### src/rtl/feature_map_loader.sv
// feature_map_loader: accepts an 8-bit activation stream in C->W->H or
// W->H->C order and captures one selected channel into an 8x8 tile.
// The tile stays frozen and readable until the consumer acknowledges it.
module feature_map_loader #(
    parameter int DATA_W  = 8,
    parameter int MAX_DIM = 8,
    parameter int CNT_W   = 13
) (
    input  logic              clk,
    input  logic              rst,
    input  logic              cfg_start,
    input  logic [5:0]        cfg_width,
    input  logic [5:0]        cfg_height,
    input  logic [6:0]        cfg_channels,
    input  logic              cfg_order_cwh,
    input  logic [6:0]        cfg_channel_sel,
    input  logic              in_valid,
    input  logic [DATA_W-1:0] in_data,
    output logic              in_ready,
    output logic              tile_valid,
    input  logic              tile_ack,
    input  logic [2:0]        rd_row,
    input  logic [2:0]        rd_col,
    output logic [DATA_W-1:0] rd_data,
    output logic              busy,
    output logic              done,
    output logic              error,
    output logic [CNT_W-1:0]  beat_count
);

    localparam int         TILE_N    = MAX_DIM * MAX_DIM;
    localparam logic [5:0] MAX_DIM_W = 6'(MAX_DIM);

    typedef enum logic [1:0] {IDLE, LOAD, HOLD} state_t;

    state_t             state_q;
    logic               in_ready_q, busy_q, tile_valid_q, done_q, error_q;
    logic [CNT_W-1:0]   beat_q, total_q;
    logic [2:0]         wlast_q, hlast_q;
    logic [6:0]         clast_q, sel_q;
    logic               cwh_q;
    logic [6:0]         ch_q, ch_d;
    logic [2:0]         col_q, col_d, row_q, row_d;

    logic [DATA_W-1:0]  mem [TILE_N];
    logic [TILE_N-1:0]  valid_q;
    logic [TILE_N-1:0]  wr_hit;
    logic [DATA_W-1:0]  mem_rd_q;
    logic               rd_vld_q;

    logic               cfg_ok, accept_cfg, xfer, last_beat, wr_en;
    logic [5:0]         wr_idx, rd_idx;

    assign cfg_ok = (cfg_width  >= 6'd1) && (cfg_width  <= MAX_DIM_W) &&
                    (cfg_height >= 6'd1) && (cfg_height <= MAX_DIM_W) &&
                    (cfg_channels != 7'd0) && (cfg_channel_sel < cfg_channels);

    assign accept_cfg = (state_q == IDLE) && cfg_start && cfg_ok;
    // in_ready_q is high exactly while in LOAD, so it qualifies transfers
    assign xfer       = in_valid && in_ready_q;
    assign last_beat  = (beat_q + CNT_W'(1)) == total_q;
    assign wr_en      = xfer && (ch_q == sel_q);
    assign wr_idx     = {row_q, col_q};
    assign rd_idx     = {rd_row, rd_col};

    // Next position: innermost counter wraps and carries into the next one
    always_comb begin
        ch_d  = ch_q;
        col_d = col_q;
        row_d = row_q;
        if (cwh_q) begin
            if (ch_q == clast_q) begin
                ch_d = 7'd0;
                if (col_q == wlast_q) begin
                    col_d = 3'd0;
                    row_d = (row_q == hlast_q) ? 3'd0 : row_q + 3'd1;
                end else begin
                    col_d = col_q + 3'd1;
                end
            end else begin
                ch_d = ch_q + 7'd1;
            end
        end else begin
            if (col_q == wlast_q) begin
                col_d = 3'd0;
                if (row_q == hlast_q) begin
                    row_d = 3'd0;
                    ch_d  = ch_q + 7'd1;
                end else begin
                    row_d = row_q + 3'd1;
                end
            end else begin
                col_d = col_q + 3'd1;
            end
        end
    end

    // Control FSM with registered handshake/status outputs and counters
    always_ff @(posedge clk) begin
        if (rst) begin
            state_q      <= IDLE;
            in_ready_q   <= 1'b0;
            busy_q       <= 1'b0;
            tile_valid_q <= 1'b0;
            done_q       <= 1'b0;
            error_q      <= 1'b0;
            beat_q       <= '0;
            total_q      <= '0;
            wlast_q      <= 3'd0;
            hlast_q      <= 3'd0;
            clast_q      <= 7'd0;
            sel_q        <= 7'd0;
            cwh_q        <= 1'b0;
            ch_q         <= 7'd0;
            col_q        <= 3'd0;
            row_q        <= 3'd0;
        end else begin
            done_q  <= 1'b0;
            error_q <= 1'b0;
            case (state_q)
                IDLE: begin
                    if (cfg_start) begin
                        if (cfg_ok) begin
                            wlast_q    <= 3'(cfg_width - 6'd1);
                            hlast_q    <= 3'(cfg_height - 6'd1);
                            clast_q    <= cfg_channels - 7'd1;
                            sel_q      <= cfg_channel_sel;
                            cwh_q      <= cfg_order_cwh;
                            total_q    <= CNT_W'(cfg_width) * CNT_W'(cfg_height) *
                                          CNT_W'(cfg_channels);
                            beat_q     <= '0;
                            ch_q       <= 7'd0;
                            col_q      <= 3'd0;
                            row_q      <= 3'd0;
                            state_q    <= LOAD;
                            in_ready_q <= 1'b1;
                            busy_q     <= 1'b1;
                        end else begin
                            error_q <= 1'b1;
                        end
                    end
                end
                LOAD: begin
                    if (xfer) begin
                        beat_q <= beat_q + CNT_W'(1);
                        ch_q   <= ch_d;
                        col_q  <= col_d;
                        row_q  <= row_d;
                        if (last_beat) begin
                            state_q      <= HOLD;
                            in_ready_q   <= 1'b0;
                            busy_q       <= 1'b0;
                            tile_valid_q <= 1'b1;
                            done_q       <= 1'b1;
                        end
                    end
                end
                HOLD: begin
                    if (tile_ack) begin
                        state_q      <= IDLE;
                        tile_valid_q <= 1'b0;
                    end
                end
                default: state_q <= IDLE;
            endcase
        end
    end

    // Per-entry write strobes for the valid bitmap
    generate
        for (genvar gi = 0; gi < TILE_N; gi++) begin : g_hit
            assign wr_hit[gi] = wr_en && (wr_idx == 6'(gi));
        end
    endgenerate

    // Valid bitmap: wiped by reset or a new accepted load, set on each write
    always_ff @(posedge clk) begin
        if (rst || accept_cfg) begin
            valid_q <= '0;
        end else begin
            valid_q <= valid_q | wr_hit;
        end
    end

    // Tile storage: plain array with registered read, no reset on the data
    always_ff @(posedge clk) begin
        if (wr_en) begin
            mem[wr_idx] <= in_data;
        end
        mem_rd_q <= mem[rd_idx];
    end

    // Registered copy of the addressed valid bit so unwritten entries read 0
    always_ff @(posedge clk) begin
        if (rst) begin
            rd_vld_q <= 1'b0;
        end else begin
            rd_vld_q <= valid_q[rd_idx];
        end
    end

    assign rd_data    = rd_vld_q ? mem_rd_q : '0;
    assign in_ready   = in_ready_q;
    assign busy       = busy_q;
    assign tile_valid = tile_valid_q;
    assign done       = done_q;
    assign error      = error_q;
    assign beat_count = beat_q;

endmodule

### config.mk
export PLATFORM = sky130hd
export DESIGN_NAME = feature_map_loader
export DESIGN_NICKNAME = d
export VERILOG_FILES = /design/src/rtl/feature_map_loader.sv
export SDC_FILE = /design/constraint.sdc
export NUM_CORES = 1
export LEC_CHECK = 0
export ABC_AREA = 0
export BUFFER_PORTS_ARGS = -buffer_cell sky130_fd_sc_hd__buf_2
export CAP_MARGIN = 20
export CORE_ASPECT_RATIO = 0.5
export CORE_MARGIN = 3
export CORE_UTILIZATION = 40
export DETAILED_ROUTE_END_ITERATION = 10
export GPL_ROUTABILITY_DRIVEN = 0
export GPL_TIMING_DRIVEN = 0
export PLACE_DENSITY = 0.67
export SLEW_MARGIN = 20
export SYNTH_ARGS = -nofsm -noshare
export SYNTH_HDL_FRONTEND = slang
export SYNTH_SLANG_ARGS = --single-unit
### constraint.sdc
create_clock -name clk -period 10.1 [get_ports clk]
set_input_delay 0.505 -clock clk [delete_from_list [all_inputs] [get_ports clk]]
set_output_delay 0.505 -clock clk [all_outputs]
set_load 0.01 [all_outputs]
==> metrics.txt <==
status completed; number of instances in the synthesized netlist around 1900; number of detailed-routing iterations run before antenna repair 7; area enclosed by the die boundary between 70000 and 80000 um^2; startpoint of the worst hold path tile_ack; area of the mapped netlist between 20000 and 30000 um^2; post-layout minimum cycle time around 7.6 ns; data required time at the worst endpoint between 10 and 15 ns; fraction of the yosys area taken by sequential cells between 60% and 70%; async set or reset register ratio after synthesis 0%; number of antenna violations at the first check in global routing 3; clock-pin slew of the registers on the worst-case setup and hold paths about 0.060 ns; top post-synthesis cells by area sky130_fd_sc_hd__edfxtp_1, sky130_fd_sc_hd__mux4_2, sky130_fd_sc_hd__dfxtp_1; static leakage power around 0.011 uW; Worst R2R End mem[44][5]; die extent in y slightly below 200 um; WL/cell ~23 um; final-report setup violation count 0; count of unique library cells instantiated by Yosys 68; filler cell count 6111; crit path kind primary input to flop; fraction of post-synthesis cell area in the top cell type by area between 50% and 60%; count of synthesis-stage warnings from yosys 0; delay of the slowest cell on the worst path 0.55 ns; worst reg2reg path startpoint busy; power density over the cells 210.2 nW/um^2; first-pass GRT wire length approximately 110000 um; Min-Delay Endpoint tile_valid; clock root buffer master sky130_fd_sc_hd__clkbuf_16; slew of the pin with the lowest slew margin between 1 and 1.5 ns; total global routing track utilization between 10% and 20%; H-Tree Level Count 2; post-synthesis to final-layout area growth 12.36%; cts hold-fix bufs 0; number of buffer and inverter instances along the worst setup path 5; input/output buffers just under 60; Critical Path AT 8.17 ns; sequential cell area between 15000 and 20000 um^2; standard cell area after detailed placement 30700 um^2; biggest fanout along the worst timing path 8; via count of the first global-routing pass between 15000 and 20000; total setup buffers inserted after CTS 0; Worst R2R Path Depth 6; number of CTS-inserted buffers between 60 and 70; share of final-layout standard cells stronger than drive strength 1 about a fifth; sum of negative setup slack 0 ns; CP max stage cell sky130_fd_sc_hd__fa_1; Synth Register Bits 651; cell type with the highest aggregate area in the netlist sky130_fd_sc_hd__edfxtp_1; Ports a little over 70; max-slew violation count 0; Core Footprint approximately 70000 um^2; clock tree from TritonCTS yes; width of the chip between 300 and 400 um; max-cap violation count 0; hold violation count in the final report 0; Hold Crit Class primary input to flop; pin count of the biggest net entering global routing 65; Main synth FF type sky130_fd_sc_hd__edfxtp_1; most common cell in the synthesized netlist sky130_fd_sc_hd__edfxtp_1; RSZ-0062 raised after global routing no; final antenna-violating net count 0; Max-Slew Margin vs Limit 29.39%; most numerous cell types in the synthesized netlist sky130_fd_sc_hd__edfxtp_1, sky130_fd_sc_hd__mux4_2, sky130_fd_sc_hd__nor2_1, sky130_fd_sc_hd__dfxtp_1, sky130_fd_sc_hd__a21oi_1; Post-Synthesis Net Count 2029; insertion delay to the later sink of the worst-skew pair roughly 0.63 ns; final worst path period share about 76%; family with the most delay on the worst path adder cells; post-route cell area about 33000 um^2; first element of the critical path cfg_height[0]; Max Fclk around 130 MHz; syn_area_per_cell 15.61 um^2; vias per cell 5.525; skew final around 0.018 ns; Congestion Overflow GR 0; hold-critical path depth 2; most frequent cell on the critical path sky130_fd_sc_hd__fa_1; buffers from clock root to sink, at most 3; total number of vias between 15000 and 20000; number of rows in the core area 69; number of remaining DRC errors 0; overall routed net length 68990 um; multi-input combinational cell area about 10000 um^2; launching element type of the critical path primary input; Post-synth EDFFs a little over 500; final HPWL from detailed placement 47040 um; nature of the critical path endpoint flop; initial standard-cell utilization of the core just over 40%; worst supply voltage drop on vdd 0.0002593 V; CTS sink count between 600 and 700; flop2flop setup slack between 6 and 7 ns; number of gates resized after CTS 0; net total in the final layout 2152; DRC violation total after the first TritonRoute iteration 1656
## power by group
group          leakage (uW)  total (uW)  internal, uW  switching, uW
logic               0.00453        1640           707            936
clock network       0.00101        2350          1370            978
registers           0.00572        2900          2890           3.63
total                0.0113        6890          4970           1920
## kinds of logic (layout without fill, tap and decap cells)
| group | count (synthesis) | count (layout) | synth area share (%) |
|---|---|---|---|
| flip-flops | 651 | 651 | 62.24 |
| XOR/XNOR | 60 | 60 | 1.849 |
| AND/OR/NAND/NOR | 454 | 454 | 7.553 |
| multiplexers | 194 | 194 | 14.76 |
| AO/OA/AOI/OAI | 216 | 216 | 4.778 |
| buffers and inverters | 180 | 355 | 2.539 |
| adder cells (fa/ha/maj) | 114 | 114 | 6.279 |
| other | 0 | 1 | 0 |
## sequential cells by signal, indices dropped and copies added, names as in the netlist, 7 cells and up
signal / count
ch_q: 7
mem_rd_q: 8
total_q: 13
valid_q: 64
clast_q: 7
beat_count: 13
sel_q: 7
mem: 512
## routing by layer
metal  share of wire, %  wire length (um)  track usage [%]
met1                 41             28530            24.65
met2                 49             33490            29.95
met3                7.3              5038            3.856
met4                2.8              1922            5.522
met5                  0                 0                0
## through the flow
| stage | hold slack (ns) | util [%] | setup WS, ns | std cells | power, uW |
|---|---|---|---|---|---|
| after floorplan | 0.4315 | - | 2.904 | 1869 | 4214 |
| after global placement | 0.4418 | 42.85 | 1.937 | 2886 | 4576 |
| after detailed placement | 0.4519 | 42.89 | 1.835 | 2887 | 4594 |
| after CTS | 0.05162 | 45.78 | 2.492 | 3002 | 6934 |
| after global routing | 0.06532 | 45.80 | 1.970 | 3003 | 7243 |
| final | 0.09100 | 45.80 | 2.457 | 3003 | 6890 |
## how the worst max path moves through the flow
stage                  end  slack [ns]  cells past startpoint
2_1_floorplan  total_q[12]        2.90                     27
3_3_place_gp   total_q[12]        1.94                     30
3_5_place_dp   total_q[12]        1.83                     28
4_1_cts        total_q[12]        2.49                     28
5_1_grt        total_q[12]        1.97                     30
6_report       total_q[12]        2.46                     28
## final cells by class
class	instances	area share, %
plain buffers	90	1.229
clock buffers	82	5.249
well taps	958	3.657
inverters	90	1.031
flip-flops and latches	651	55.40
repair buffers	60	1.015
clock inverters	33	1.069
diodes	1	0.007634
multi-input cells	1038	31.35
## placed cells by master (no fill, tap or decap), types with 6 or more instances in the layout
cell type	synthesis	routed
sky130_fd_sc_hd__bufinv_16	0	7
sky130_fd_sc_hd__inv_1	89	89
sky130_fd_sc_hd__nand3b_1	8	8
sky130_fd_sc_hd__dfxtp_1	139	139
sky130_fd_sc_hd__mux4_2	189	189
sky130_fd_sc_hd__a21oi_1	103	103
sky130_fd_sc_hd__xnor2_1	31	31
sky130_fd_sc_hd__o31ai_1	11	11
sky130_fd_sc_hd__ha_1	60	60
sky130_fd_sc_hd__buf_1	16	16
sky130_fd_sc_hd__a21o_1	11	11
sky130_fd_sc_hd__nor2b_1	9	9
sky130_fd_sc_hd__and2_1	57	57
sky130_fd_sc_hd__edfxtp_1	512	512
sky130_fd_sc_hd__clkinv_2	0	14
sky130_fd_sc_hd__clkbuf_16	0	65
sky130_fd_sc_hd__nand2_1	74	74
sky130_fd_sc_hd__buf_4	10	17
sky130_fd_sc_hd__nor3b_1	7	7
sky130_fd_sc_hd__xor2_1	28	28
sky130_fd_sc_hd__and3_1	10	10
sky130_fd_sc_hd__o21ai_0	24	24
sky130_fd_sc_hd__clkinv_1	0	6
sky130_fd_sc_hd__nor3_1	26	26
sky130_fd_sc_hd__clkbuf_1	52	66
sky130_fd_sc_hd__nand3_1	23	23
sky130_fd_sc_hd__buf_2	9	61
sky130_fd_sc_hd__nor2_1	183	183
sky130_fd_sc_hd__a22o_1	25	25
sky130_fd_sc_hd__nand2b_1	10	10
sky130_fd_sc_hd__nand4_1	16	16
sky130_fd_sc_hd__fa_1	54	54
(Power assumes the default switching activity.)
